===== src/rtl/screen_pkg.sv =====
`default_nettype none
// ---------------------------------------------------------------------------
// screen_pkg: shared pixel levels and sprite state type for the screen pipeline
// Rev 1.0
// ---------------------------------------------------------------------------
package screen_pkg;

  localparam int         PIX_W        = 8;
  localparam logic [7:0] BORDER_LVL   = 8'd255;
  localparam logic [7:0] BG_LVL       = 8'd50;
  localparam logic [7:0] SPR_BASE_LVL = 8'd128;
  localparam logic [7:0] SPR_LVL_STEP = 8'd16;

  typedef struct packed {
    logic [9:0] t;
    logic [9:0] l;
    logic       dir_y;
    logic       dir_x;
  } sprite_t;

  // Grey level of sprite idx; wraps naturally in 8 bits.
  function automatic logic [PIX_W-1:0] spr_level(input logic [2:0] idx);
    return SPR_BASE_LVL + (SPR_LVL_STEP * {5'd0, idx});
  endfunction

endpackage
`default_nettype wire


===== src/rtl/screen_sprite_mover.sv =====
`default_nettype none
// ---------------------------------------------------------------------------
// screen_sprite_mover: one bouncing sprite, clamped to the legal playfield range
// Rev 1.0
// ---------------------------------------------------------------------------
module screen_sprite_mover
  import screen_pkg::*;
#(
  parameter int INDEX = 0,
  parameter int STEP  = 1,
  parameter int T_MAX = 327,
  parameter int L_MAX = 705
) (
  input  logic    clk,
  input  logic    rst,
  input  logic    advance,
  output sprite_t spr
);

  localparam logic [10:0] STEP_W  = 11'(STEP);
  localparam logic [10:0] T_LIM   = 11'(T_MAX);
  localparam logic [10:0] L_LIM   = 11'(L_MAX);
  localparam sprite_t     RST_VAL = '{
    t:     10'(1 + 16 * INDEX),
    l:     10'(1 + 32 * INDEX),
    dir_y: 1'b0,
    dir_x: 1'((INDEX % 2))
  };

  // Returns {dir, pos}; the direction flips on the same step that clamps.
  function automatic logic [10:0] axis_next(input logic [9:0]  pos,
                                            input logic        dir,
                                            input logic [10:0] lim);
    logic [10:0] p;
    logic [10:0] r;
    p = {1'b0, pos};
    if (!dir) begin
      if (p + STEP_W >= lim) r = {1'b1, lim[9:0]};
      else                   r = {1'b0, 10'(p + STEP_W)};
    end else begin
      if (p <= 11'd1 + STEP_W) r = {1'b0, 10'd1};
      else                     r = {1'b1, 10'(p - STEP_W)};
    end
    return r;
  endfunction

  sprite_t     nxt;
  logic [10:0] ny;
  logic [10:0] nx;

  always_comb begin
    ny  = axis_next(spr.t, spr.dir_y, T_LIM);
    nx  = axis_next(spr.l, spr.dir_x, L_LIM);
    nxt = spr;
    if (advance) begin
      nxt.t     = ny[9:0];
      nxt.dir_y = ny[10];
      nxt.l     = nx[9:0];
      nxt.dir_x = nx[10];
    end
  end

  always_ff @(posedge clk or posedge rst) begin
    if (rst) spr <= RST_VAL;
    else     spr <= nxt;
  end

endmodule
`default_nettype wire


===== src/rtl/screen_sprite_gen.sv =====
`default_nettype none
// ---------------------------------------------------------------------------
// screen_sprite_gen: N bouncing sprites composited over a bordered background
// Rev 1.0
// ---------------------------------------------------------------------------
module screen_sprite_gen #(
  parameter int MAX_COL    = 834,
  parameter int MAX_ROW    = 456,
  parameter int N_SPR      = 4,
  parameter int SPR_W      = 128,
  parameter int SPR_H      = 128,
  parameter int STEP       = 1,
  parameter int BORDER_LVL = 255,
  parameter int BG_LVL     = 50
) (
  input  logic             clk,
  input  logic             rst,
  input  logic             run,
  input  logic             hsync,
  input  logic             vsync,
  input  logic [9:0]       pf_pix_row,
  input  logic [9:0]       pf_pix_col,
  output logic [7:0]       pix_val,
  output logic [N_SPR-1:0] spr_hit,
  output logic             collide
);
  import screen_pkg::*;

  localparam int T_MAX = MAX_ROW - 1 - SPR_H;
  localparam int L_MAX = MAX_COL - 1 - SPR_W;

  logic             vsync_q;
  logic             tick;
  logic             unused_hsync;
  sprite_t          spr [N_SPR];
  logic [N_SPR-1:0] cov;
  logic [10:0]      row_w;
  logic [10:0]      col_w;
  logic             border;
  logic [7:0]       level;
  logic [3:0]       n_cov;
  logic             overlap;
  logic             sticky;

  assign unused_hsync = hsync;

  always_ff @(posedge clk or posedge rst) begin
    if (rst) vsync_q <= 1'b0;
    else     vsync_q <= vsync;
  end

  assign tick  = vsync & ~vsync_q;
  assign row_w = {1'b0, pf_pix_row};
  assign col_w = {1'b0, pf_pix_col};

  generate
    for (genvar i = 0; i < N_SPR; i++) begin : g_spr
      screen_sprite_mover #(
        .INDEX (i),
        .STEP  (STEP),
        .T_MAX (T_MAX),
        .L_MAX (L_MAX)
      ) u_mover (
        .clk     (clk),
        .rst     (rst),
        .advance (tick & run),
        .spr     (spr[i])
      );

      // 11-bit compares so the far sprite edge never wraps.
      assign cov[i] = (row_w >= {1'b0, spr[i].t})
                    && (row_w <  ({1'b0, spr[i].t} + 11'(SPR_H)))
                    && (col_w >= {1'b0, spr[i].l})
                    && (col_w <  ({1'b0, spr[i].l} + 11'(SPR_W)));
    end
  endgenerate

  assign border = (pf_pix_row == 10'd0) || (pf_pix_row == 10'(MAX_ROW - 1))
               || (pf_pix_col == 10'd0) || (pf_pix_col == 10'(MAX_COL - 1));

  // Scan from the top index down so the lowest covering sprite wins.
  always_comb begin
    level = 8'(BG_LVL);
    for (int i = N_SPR - 1; i >= 0; i--) begin
      if (cov[i]) level = spr_level(3'(i));
    end
    if (border) level = 8'(BORDER_LVL);
  end

  always_comb begin
    n_cov = '0;
    for (int i = 0; i < N_SPR; i++) begin
      n_cov = n_cov + {3'd0, cov[i]};
    end
  end

  assign overlap = (n_cov >= 4'd2) && !border;

  always_ff @(posedge clk or posedge rst) begin
    if (rst) begin
      pix_val <= '0;
      spr_hit <= '0;
    end else begin
      pix_val <= level;
      spr_hit <= cov;
    end
  end

  // The pulse reports the frame just ended, including an overlap seen on the tick cycle.
  always_ff @(posedge clk or posedge rst) begin
    if (rst) begin
      sticky  <= 1'b0;
      collide <= 1'b0;
    end else if (tick) begin
      sticky  <= 1'b0;
      collide <= sticky | overlap;
    end else begin
      sticky  <= sticky | overlap;
      collide <= 1'b0;
    end
  end

endmodule
`default_nettype wire

===== config.mk =====
export PLATFORM = sky130hd
export DESIGN_NAME = screen_sprite_gen
export DESIGN_NICKNAME = d
export VERILOG_FILES = /design/src/rtl/screen_pkg.sv /design/src/rtl/screen_sprite_mover.sv /design/src/rtl/screen_sprite_gen.sv
export SDC_FILE = /design/constraint.sdc
export NUM_CORES = 1
export LEC_CHECK = 0
export BUFFER_PORTS_ARGS = -buffer_cell sky130_fd_sc_hd__clkbuf_2
export CAP_MARGIN = 20
export CORE_ASPECT_RATIO = 0.75
export CORE_UTILIZATION = 35
export CTS_BUF_LIST = sky130_fd_sc_hd__clkbuf_8
export DETAILED_ROUTE_END_ITERATION = 10
export SETUP_SLACK_MARGIN = 0.05
export SKIP_CTS_REPAIR_TIMING = 1
export SYNTH_ARGS = -nofsm -noshare
export SYNTH_HDL_FRONTEND = slang
export SYNTH_SLANG_ARGS = --single-unit

===== constraint.sdc =====
create_clock -name clk -period 4.4 [get_ports clk]
set_input_delay 0.66 -clock clk [delete_from_list [all_inputs] [get_ports clk]]
set_output_delay 0.66 -clock clk [all_outputs]
set_load 0.02 [all_outputs]

# [Word-level counts from Yosys, hierarchy flattened]
# Cells that the tools add are included.
[word_totals] input_bits=25 word_cells=137 regBits=103 out_inout_bits=13
[classes] magnitude_cmp=33 eq_ne=2 mux=31 addsub=27 n_reduce_logical=19 n_bitwise=4
[op_table] operator="11-bit 2-to-1 mux" count=24
[op_table] operator="10-bit by 1-bit adder with 11-bit output (second input constant)" count=8
[op_table] operator="10-bit by 8-bit adder with 11-bit output (second input constant)" count=8
[op_table] operator="10-bit by 11-bit less-than comparator with 1-bit output" count=8
[op_table] operator="10-bit >= comparator" count=8
[op_table] operator="10-bit by 2-bit <= comparator with 1-bit output (second input constant)" count=8
[op_table] operator="10-bit by 1-bit subtractor with 10-bit output (second input constant)" count=8
[op_table] operator="11-bit by 10-bit >= comparator with 1-bit output (second input constant)" count=4
[op_table] operator="11-bit by 9-bit >= comparator with 1-bit output (second input constant)" count=4
[op_table] operator="8-bit 2-to-1 mux" count=5
[op_table] operator="10-bit logical NOT" count=2
[op_table] operator="1-bit logical AND" count=13
[op_table] operator="10-bit == test (second input constant)" count=1
[op_table] operator="10-bit by 9-bit == test with 1-bit output (second input constant)" count=1
[op_table] operator="3-bit by 1-bit adder with 4-bit output" count=1
[op_table] operator="4-bit by 2-bit >= comparator with 1-bit output (second input constant)" count=1
[op_table] operator="2-bit by 1-bit adder with 3-bit output" count=1
[op_table] operator="1-bit logical OR" count=3
[op_table] operator="1-bit by 1-bit adder with 2-bit output" count=1
[op_table] operator="1-bit bitwise AND" count=2
[op_table] operator="1-bit 2-to-1 mux" count=2
[op_table] operator="1-bit logical NOT" count=1
[op_table] operator="1-bit NOT" count=1
[op_table] operator="1-bit bitwise OR" count=1

# [Longest topological paths before layout]
# Gate-level depths: netlist of run 1.
[logic_depth] ltp_word=12 depth_mapped=16 depth_no_buf=15

# [Cells and area by module]
# Synthesis of run 1 repeated with hierarchy kept, for this count alone.
[unflattened] cells_unflattened=1480 hier_area_um2=11539.8
[by_module_without_submodules] mod="screen_sprite_gen" instances=1 seq_area_each_um2=300.3 cells_per_inst=444 area_per_inst_um2=3547.2
[by_module_without_submodules] mod="screen_sprite_mover at g_spr[1].u_mover" instances=1 seq_area_each_um2=556.8 cells_per_inst=256 area_per_inst_um2=2034.5
[by_module_without_submodules] mod="screen_sprite_mover at g_spr[3].u_mover" instances=1 seq_area_each_um2=559.3 cells_per_inst=260 area_per_inst_um2=1989.4
[by_module_without_submodules] mod="screen_sprite_mover at g_spr[2].u_mover" instances=1 seq_area_each_um2=555.5 cells_per_inst=260 area_per_inst_um2=1985.7
[by_module_without_submodules] mod="screen_sprite_mover at g_spr[0].u_mover" instances=1 seq_area_each_um2=553.0 cells_per_inst=260 area_per_inst_um2=1983.2

# [Worst setup path after synthesis of run 1]
# OpenSTA, ideal clock, no wires.
[synth_timing] kind="input to register" from="in pf_pix_row[1]" to="reg sticky" arrival_ns=2.880 slack_ns=1.392 setup_ns=0.128 stages=13 required_time_ns=4.272 n_path_buf=0 cell_sequence="ha_1 nor2b_1 o21a_1 o21ai_0 a21oi_1 nor2_1 o21ba_2 o21ai_0 a2111o_1 fa_1 inv_1 a21oi_1 nor3_1"
[synth_between] elab_chain_cells=11 word_cells_on_any_way=33 cone_classes="add/sub (3); order compare (9); eq/ne (1); mux (1); bitwise (1); reduce/logical (18)"
[synth_rtl] item="from (decl)" line="screen_sprite_gen.sv:21" text="input logic [9:0] pf_pix_row,"
[synth_rtl] item="10-bit by 11-bit less-than comparator with 1-bit output or 10-bit >= comparator (tied branches)" line="screen_sprite_gen.sv:72, screen_sprite_gen.sv:71"
[synth_rtl] item="1-bit logical AND" line="screen_sprite_gen.sv:72" text="&& (row_w < ({1'b0, spr[i].t} + 11'(SPR_H)))"
[synth_rtl] item="1-bit logical AND" line="screen_sprite_gen.sv:73" text="&& (col_w >= {1'b0, spr[i].l})"
[synth_rtl] item="1-bit logical AND" line="screen_sprite_gen.sv:74" text="&& (col_w < ({1'b0, spr[i].l} + 11'(SPR_W)));"
[synth_rtl] item="1-bit by 1-bit adder with 2-bit output" line="screen_sprite_gen.sv:93" text="n_cov = n_cov + {3'd0, cov[i]};"
[synth_rtl] item="2-bit by 1-bit adder with 3-bit output" line="screen_sprite_gen.sv:93"
[synth_rtl] item="3-bit by 1-bit adder with 4-bit output" line="screen_sprite_gen.sv:93"
[synth_rtl] item="4-bit by 2-bit >= comparator with 1-bit output" line="screen_sprite_gen.sv:97" text="assign overlap = (n_cov >= 4'd2) && !border;"
[synth_rtl] item="1-bit logical AND *" line="screen_sprite_gen.sv:97"
[synth_rtl] item="1-bit bitwise OR *" line="screen_sprite_gen.sv:118" text="sticky <= sticky | overlap;"
[synth_rtl] item="1-bit 2-to-1 mux *" line="screen_sprite_gen.sv:114" text="end else if (tick) begin"
[synth_rtl] item="to (signal assigned)" line="screen_sprite_gen.sv:118"
[synth_rtl] item="to (decl)" line="screen_sprite_gen.sv:43" text="logic sticky;"
# Mark *: on every way between the ends. The rest lies on a longest branch, timed or not.
# A chain may end at the register's enable or synchronous reset.

# [Worst setup path in the final report of run 1]
[layout_timing] from="reg g_spr[1].u_mover.spr[12] (netlist name)" to="reg g_spr[1].u_mover.spr[15] (netlist name)"
[layout_between] elab_chain_cells=4 word_cells_on_any_way=7 cone_classes="add/sub (2); order compare (2); mux (3)"
[layout_rtl] item="10-bit by 1-bit adder with 11-bit output" line="screen_sprite_mover.sv:38" text="if (p + STEP_W >= lim) r = {1'b1, lim[9:0]};"
[layout_rtl] item="11-bit by 9-bit >= comparator with 1-bit output" line="screen_sprite_mover.sv:38"
[layout_rtl] item="11-bit 2-to-1 mux" line="screen_sprite_mover.sv:38"
[layout_rtl] item="11-bit 2-to-1 mux *" line="screen_sprite_mover.sv:37" text="if (!dir) begin"
# Marked as above.

==> results by stage, run 1 <==
Run status:
- The flow ran to the end, and the final reports show no timing, DRC or antenna violations.

Min path:
- The type of the tightest min-delay check is in -> async.

Final layout:
- The area growth from synthesis to layout is 5.51%.
- The fraction of layout instances using a drive strength above 1 is 6.50%.
- The flip-flop and latch area is 0.00252 mm2.
- The multi-input logic area is 0.00779 mm2.
- Cells fill 37.5% of the core in the end.
- The final antenna diode count is 0.
- After filler insertion, the fill cell instance count of the layout stands at 3183.
- The number of nets in the layout is 1601.

Route:
- The via density per instance is 5.92.
- The residual antenna-violating net count after detailed routing is 0.
- The average detailed-routed wire length per instance is 17.0 um.
- The final wirelength is 31.3 mm.
- The detailed router finished its first iteration with 1136 violations.
- For this run, design rule violations remaining after detail routing come to 0.
- The first-pass iteration count of the detailed router is 6.
- The final route contains 10900 vias.

Global routing:
- Entering global routing, the biggest net connects 44 pins.
- Global routing finished with a remaining overflow of 0.
- In the global route stage, overall resource usage came out at 19.4%.
- The via count of the first global-routing pass came to 9911.
- The number of antenna violations at the first check in global routing is 0.
- The global-route wire length before repair is 51.8 mm.

Clocking:
- The clock insertion delay at the later pin of the skew report is 0.41 ns.
- TritonCTS built the clock tree.
- The number of sinks handled by clock tree synthesis is 100.
- The clock-pin slew reported for the worst setup and hold paths after clock tree synthesis is 0.12 ns.
- The maximum clock insertion buffer count is 2.
- The tree is rooted in a sky130_fd_sc_hd__clkbuf_8.
- The TritonCTS buffer count is 9.
- The H-tree generated during clock tree synthesis spans 3 levels.

STA:
- Dividing the final minimum period by the clock period gives 78.5%.
- In this run the tightest slew margin relative to its limit is 39.8%.
- The top achievable clock speed is 290 MHz.
- The shortest clock period the worst path allows after layout is 3.45 ns.
- In the final timing run, aggregate negative setup slack is 0 ns.
- The hold violation total from the final report is 0.
- Setup repair after global routing left no endpoint under its margin.
- The clock tree skew after final layout is 0.0143 ns.
- The max-slew violation total from the final report came to 0.
- The final setup violation count is 0.
- At the pin with the least slew margin, the transition time is 0.894 ns.

Worst setup path:
- The signal on the critical path passes through ha_1 -> nand3_1 -> nor3_1 -> xnor2_1 -> a21oi_1 -> a311oi_1 -> nand2_1 -> o22ai_1 -> a21oi_1 -> a31oi_1.
- Among all stages on the critical path, the largest delay is contributed by sky130_fd_sc_hd__a311oi_1.
- The total buffers and inverters traversed by the critical path is 0.
- The critical register-to-register path startpoint is g_spr[1].u_mover.spr[12].
- The worst setup path is launched from a flip-flop.
- The reg2reg setup slack is 0.95 ns.
- For the worst setup path, the data arrival time is 3.78 ns.
- The most numerous cell on the critical path is sky130_fd_sc_hd__a21oi_1.
- The startpoint-to-endpoint class of the critical path is reg -> reg.
- For the worst setup path, the data required time is 4.72 ns.
- The peak per-stage delay on the critical path is 0.67 ns.
- In this run the worst path has a maximum fanout of 9.
- The worst register-to-register path ends at g_spr[1].u_mover.spr[15].
- In this design, the largest share of critical-path delay is due to compound AO/OA/AOI/OAI gates.
- The number of cells on the worst reg-to-reg path is 10.
- The kind of capture point of the worst setup path is a flip-flop.

Synth:
- The count of flip-flops with a built-in enable after synthesis is 0.
- Counting every net in the synthesized netlist gives 1626.
- Counting flops with an async set or reset pin after synthesis yields a share of 100%.
- The mapped cell area is 0.0111 mm2.
- The number of warnings issued by yosys is 0.
- The largest total area in the synthesized netlist belongs to sky130_fd_sc_hd__dfrtp_1.
- In the post-synthesis netlist, the biggest area contributors are sky130_fd_sc_hd__dfrtp_1 (19%), sky130_fd_sc_hd__ha_1 (17%), sky130_fd_sc_hd__a21oi_1 (5.9%).
- Yosys mapped the design onto 79 distinct sky130hd cell types.
- Counting every instance in the synthesized netlist gives 1451.
- Among all flip-flop cells after synthesis, the most frequent one is sky130_fd_sc_hd__dfrtp_1.
- The number of storage elements in the synthesis netlist is 100.
- Summing the sequential cell areas from Yosys gives 22.8% of the chip area.
- Averaged over all synthesized cells, the footprint is 7.64 um2.
- The top-area cell type share of the netlist area is 18.5%.

Placement:
- The congestion estimate from routability-driven global placement came to 0.878.
- Detailed placement finished with a half-perimeter wire length of 23.1 mm.
- In this run the tool buffered the top-level ports with 36 buffer cells.

Floorplanning:
- From bottom edge to top edge, the die measures 156 um.
- The total area inside the core boundary comes to 0.0312 mm2.
- Row generation in the floorplan step produced 56 rows.
- For this configuration, the core starts out at a cell density of 35.5%.
- The floorplan die width is 207 um.
- 38 I/O pins were placed.
- The total die area is 0.0324 mm2.

Pwr:
- In this run switching power makes up 53.3% of total power.
- Per report_power, the combinational group accounts for 59.5% of the total.
- The peak supply drop is 0.168 mV.
- Cell internal power was estimated by the tool at 3.13 mW.
- The power spent charging and discharging nets is 3.57 mW.
- The relative contribution of sequential cells to total power is 31.4%.
- The analysis attributes to cell leakage a power of 4.97 nW.
- The power density of the placed cells is 574 mW/mm2.
- The clock network power share is 9.2%.

Flow run:
- The number of max-cap violations is 0.
-- worst register-to-register path, delay by kind of cell, from the launching register on --
family                     cells  cell delay [ns]
AOI/OAI and AO/OA              5             1.22
xor gates and xnor gates       1             0.19
adders and majority gates      1             0.28
DFF                            1             0.60
and+or+nand+nor                3             1.08
-- metrics by stage --
stage | power [mW] | area (um2) | hold WS [ns] | instances | setup slack, ns
global placement | 5.92 | 11500 | 0.503 | 1821 | 0.677
global route | 7.38 | 11700 | 0.363 | 1837 | 0.651
floorplan | 5.01 | 11100 | 0.471 | 1451 | 1.15
detailed placement | 6.01 | 11500 | 0.503 | 1821 | 0.717
finish | 6.71 | 11700 | 0.310 | 1837 | 0.947
CTS | 6.65 | 11700 | 0.331 | 1837 | 1.01
-- synthesized netlist by cell type, drive strengths merged (9+ instances only) --
master	instances
a211oi	19
a21o	24
a21oi	131
a221oi	10
a22oi	10
a31oi	27
and2	18
and3	25
buf	15
clkbuf	66
dfrtp	82
dfstp	18
ha	149
inv	115
nand2	100
nand2b	20
nand3	56
nand4	21
nor2	96
nor2b	23
nor3	53
nor4	18
o2111ai	10
o211ai	9
o21a	15
o21ai	123
o221ai	15
o22ai	27
o31ai	20
or3	13
xnor2	21
-- sequential cells by signal (all words and copies together), names as in the netlist --
signal	count
g_spr.u_mover.spr	88
spr_hit	4
collide	1
pix_val	5
sticky	1
vsync_q	1
-- area by class of cell --
class                   instances  share of cell area [%]
clock inverters                 6                   0.396
repair buffers                 45                    2.12
flip-flops and latches        100                    21.6
well taps                     406                    4.34
inverters                     115                    3.71
multi-input cells            1155                    66.7
clock buffers                  10                    1.18
-- how the worst max path moves through the flow --
stage / endpoint / slack, ns / startpoint / cells past startpoint
floorplan: collide / 1.15 / rst / 1
global placement: sticky / 0.68 / pf_pix_col[1] / 14
detailed placement: sticky / 0.72 / pf_pix_col[1] / 14
CTS: sticky / 1.01 / g_spr[3].u_mover.spr[3] / 14
global route: g_spr[1].u_mover.spr[15] / 0.65 / g_spr[1].u_mover.spr[12] / 10
finish: g_spr[1].u_mover.spr[15] / 0.95 / g_spr[1].u_mover.spr[12] / 10
-- logic make-up (layout without fill, tap and decap cells) --
logic type	after synthesis	count (layout)	share of synthesized area, %
AO/OA/AOI/OAI	504	504	29.1
XOR/XNOR	23	23	1.82
adder cells (fa/ha/maj)	150	150	17.0
buffers and inverters	196	176	6.92
flip-flops	100	100	22.8
multiplexers	8	8	0.723
AND/OR/NAND/NOR	470	470	21.6
-- layout by cell type (no fill, tap or decap), types with 9 or more instances in the layout --
master / count
sky130_fd_sc_hd__a211oi_1: 18
sky130_fd_sc_hd__a21o_1: 24
sky130_fd_sc_hd__a21oi_1: 131
sky130_fd_sc_hd__a221oi_1: 10
sky130_fd_sc_hd__a22oi_1: 10
sky130_fd_sc_hd__a31oi_1: 27
sky130_fd_sc_hd__and2_1: 14
sky130_fd_sc_hd__and3_1: 24
sky130_fd_sc_hd__buf_4: 9
sky130_fd_sc_hd__clkbuf_2: 36
sky130_fd_sc_hd__clkbuf_8: 10
sky130_fd_sc_hd__dfrtp_1: 82
sky130_fd_sc_hd__dfstp_2: 18
sky130_fd_sc_hd__ha_1: 149
sky130_fd_sc_hd__inv_1: 115
sky130_fd_sc_hd__nand2_1: 99
sky130_fd_sc_hd__nand2b_1: 19
sky130_fd_sc_hd__nand3_1: 55
sky130_fd_sc_hd__nand4_1: 21
sky130_fd_sc_hd__nor2_1: 96
sky130_fd_sc_hd__nor2b_1: 23
sky130_fd_sc_hd__nor3_1: 51
sky130_fd_sc_hd__nor4_1: 18
sky130_fd_sc_hd__o2111ai_1: 10
sky130_fd_sc_hd__o211ai_1: 9
sky130_fd_sc_hd__o21a_1: 15
sky130_fd_sc_hd__o21ai_0: 123
sky130_fd_sc_hd__o221ai_1: 15
sky130_fd_sc_hd__o22ai_1: 26
sky130_fd_sc_hd__o31ai_1: 20
sky130_fd_sc_hd__or3_1: 12
sky130_fd_sc_hd__xnor2_1: 21
-- power groups by stage --
| stage | Sequential (mW) | Combinational (mW) | Clock [mW] |
|---|---|---|---|
| after global placement | 2.09 | 3.82 | 0 |
| after floorplan | 1.65 | 3.36 | 0 |
| after global routing | 2.20 | 4.52 | 0.660 |
| after detailed placement | 2.09 | 3.92 | 0 |
| after CTS | 2.08 | 3.94 | 0.638 |
| final | 2.10 | 3.99 | 0.615 |
-- per-layer routing --
layer	wire [um]	share of wire, %	vias to the layer above	global-route usage [%]
li1	-	-	5356	-
met1	15700	50	5133	28.1
met2	13400	43	345	30.1
met3	1580	5.0	35	2.42
met4	576	1.8	0	5.47
met5	0	0	-	0
No activity file was read; power rests on OpenSTA's default activity.
==> run 2, diff against run 1 <==
==> constraint.sdc (replaced) <==
create_clock -name clk -period 3 [get_ports clk]
set_input_delay 0.45 -clock clk [delete_from_list [all_inputs] [get_ports clk]]
set_output_delay 0.45 -clock clk [all_outputs]
set_load 0.02 [all_outputs]
==> results by stage, run 2 (synthesis results as in run 1) <==
Route:
- The detailed router finished its first iteration with 1139 violations.
- In the final routed layout, each cell accounts on average for 17.0 um.
- The DRC violations left is 0.
- The final wirelength is 33.6 mm.
- The via density per instance is 5.80.
- The pre-antenna-repair detailed-routing pass consisted of 6 iterations.
- The residual antenna-violating net count after detailed routing is 0.
- The routed layout has 11400 vias.

Worst setup path:
- The beginning of the critical path is g_spr[1].u_mover.spr[13].
- The worst register-to-register path begins at g_spr[1].u_mover.spr[13].
- Of all nets on the critical path, the largest fanout is 2.
- Data arrives at the worst endpoint at 3.32 ns.
- The required time at the worst-slack endpoint is 3.28 ns.
- The kind of start point of the critical path is a flip-flop.
- For this run, the slowest stage of the critical path takes 0.54 ns.
- The startpoint-to-endpoint class of the critical path is reg -> reg.
- Traced cell by cell, the critical path runs through inv_1 -> ha_1 -> nor2b_1 -> o21a_1 -> o21ai_0 -> a21oi_1 -> nor2_1 -> o21ba_2 -> o21ai_0 -> a2111o_1 -> fa_1 -> inv_1 -> a21oi_2 -> nor3_1.
- On the critical path, the stage with the largest delay is an instance of sky130_fd_sc_hd__fa_1.
- STA classifies the critical path endpoint as a flip-flop.

STA:
- Summed over all failing endpoints, the final setup total negative slack is -0.0548 ns.
- The shortest clock period the worst path allows after layout is 3.04 ns.
- Setup repair after global routing could not meet its margin everywhere.
- The final worst-path cycle share is 101%.
- The hold violation total from the final report came to 0.
- The max-slew headroom at the worst pin is 51.2%.
- For the pin with the worst max-slew slack, the measured transition is 0.730 ns.
- The top achievable clock speed is 329 MHz.
- Between clock sinks in the finished design, the worst skew comes to 0.0206 ns.
- The max-slew violation total from the final report is 0.
- The final critical-path setup slack is -0.0431 ns.
- Setup violations remaining at the end of the flow were counted as 2.

Floorplanning:
- The number of placement rows is 56.
- The die is 207 um wide.
- The standard cell core area is 0.0312 mm2.
- The initial utilization of the core area, before any placement, comes to 35.5%.
- 38 I/O pins were placed.
- The total die area is 0.0324 mm2.
- The die is 156 um tall.

Clocking:
- The clock reaches the later pin of the worst-skew pair after 0.41 ns.
- The H-tree depth is 3.
- TritonCTS built the clock tree.
- The clock-pin slew reported for the worst setup and hold paths after clock tree synthesis is 0.12 ns.
- The TritonCTS buffer count is 9.
- The tree is rooted in a sky130_fd_sc_hd__clkbuf_8.
- The maximum clock insertion buffer count is 2.
- The clock net in this run drives a total of 100 sinks.

Pwr:
- The peak supply drop is 0.295 mV.
- Summed over all cells, the static leakage comes to 5.71 nW.
- The power density of the placed cells is 869 mW/mm2.

Global routing:
- The number of antenna violations at the first check in global routing is 0.
- The via count of the first global-routing pass is 10400.
- Global routing finished with a remaining overflow of 0.
- Entering global routing, the biggest net connects 51 pins.
- The overall global routing resource usage is 20.8%.
- The first global-routing pass estimated 54.8 mm of wire.

Final layout:
- The library cell used most frequently in the layout, excluding fill and tap cells, is sky130_fd_sc_hd__ha_1.
- The layout-stage area growth over the synthesis result is 17.5%.
- The final antenna diode count is 0.
- The register with the most flip-flops in the layout has 88 of them.
- The core utilization of the finished layout is 41.8%.
- The register name with the most flops is g_spr.u_mover.spr.
- The post-route netlist has 17.2% of its cells at a drive strength greater than 1.
- Leaving out fill and tap cells, the most frequent cells in the layout are sky130_fd_sc_hd__ha_1 (145), sky130_fd_sc_hd__buf_4 (140), sky130_fd_sc_hd__a21oi_1 (125).
- Fill cells in the final layout number 3121.
- In the final layout, the registers with the most flip-flops are g_spr.u_mover.spr (88), pix_val (5), spr_hit (4).
- The number of nets in the layout is 1738.

Placement:
- The wire-length estimate of the detail-placed layout is 25.4 mm.
- Routability-driven placement finished with a final weighted congestion of 0.925.
- The number of buffer cells added on primary ports is 36.

Flow run:
- The number of max-cap violations is 0.

Min path:
- The type of the tightest min-delay check is in -> async.

Run status:
- The final reports fail on negative setup slack.
- The run finished, with violations left.
==> run 2: cell types whose count changed in the layout (fill, tap and decap cells not counted), moves of 4 or more <==
cell                      before  now
sky130_fd_sc_hd__a21oi_1     131  125
sky130_fd_sc_hd__a21oi_2       0    6
sky130_fd_sc_hd__buf_12        0    5
sky130_fd_sc_hd__buf_4         9  140
sky130_fd_sc_hd__ha_1        149  145
sky130_fd_sc_hd__inv_1       115  111
sky130_fd_sc_hd__inv_2         0    4
==> run 2: worst max-delay path, delay by kind of cell (launching register included) <==
family | cells | cell delay [ns]
fa+ha+maj | 2 | 0.79
compound gates | 7 | 1.25
simple gates | 3 | 0.31
flops | 1 | 0.40
buf+inv | 2 | 0.17
==> run 2: final cells by class <==
type | count | area [um2] | area share (%)
multi-input combinational | 1155 | 7960 | 61.1
sequential | 100 | 2530 | 19.4
timing repair buffer | 182 | 1340 | 10.3
tap | 406 | 508 | 3.90
inverter | 115 | 435 | 3.34
clock buffer | 11 | 151 | 1.16
clock inverter | 5 | 98.8 | 0.759
==> run 2: report_power, final <==
part           internal [mW]  switching, mW  leakage, nW
Combinational           3.21           4.38         4.37
Clock                  0.597          0.539        0.131
Sequential              1.94          0.654         1.20
==> run 2: final timing paths <==
kind / endpoint / slack [ns] / cells past startpoint
setup / recovery: sticky / -0.04 / 14
hold / removal: g_spr[3].u_mover.spr[13] / 0.13 / 2
setup reg to reg: sticky / -0.04 / 14
hold reg to reg: g_spr[2].u_mover.spr[4] / 0.53 / 1
max in group asynchronous: g_spr[1].u_mover.spr[7] / 2.12 / 3
min in group clk: vsync_q / 0.16 / 1
==> run 2: metal layers <==
| metal | global-route usage (%) | part of all wire (%) |
|---|---|---|
| met3 | 2.52 | 6.0 |
| met5 | 0 | 0 |
| met4 | 4.02 | 1.1 |
| met1 | 31.0 | 49 |
| met2 | 32.0 | 44 |
==> run 2: through the flow <==
stage	cell area [um2]	hold slack (ns)	worst slack, ns	instances	power (mW)
2_1_floorplan	11100	0.471	0.0611	1451	7.35
3_3_place_gp	12500	0.514	-0.198	1947	9.59
3_5_place_dp	12500	0.498	-0.235	1947	9.72
4_1_cts	12800	0.137	-0.0947	1963	10.9
5_1_grt	13000	0.145	-0.250	1974	12.4
6_report	13000	0.128	-0.0431	1974	11.3
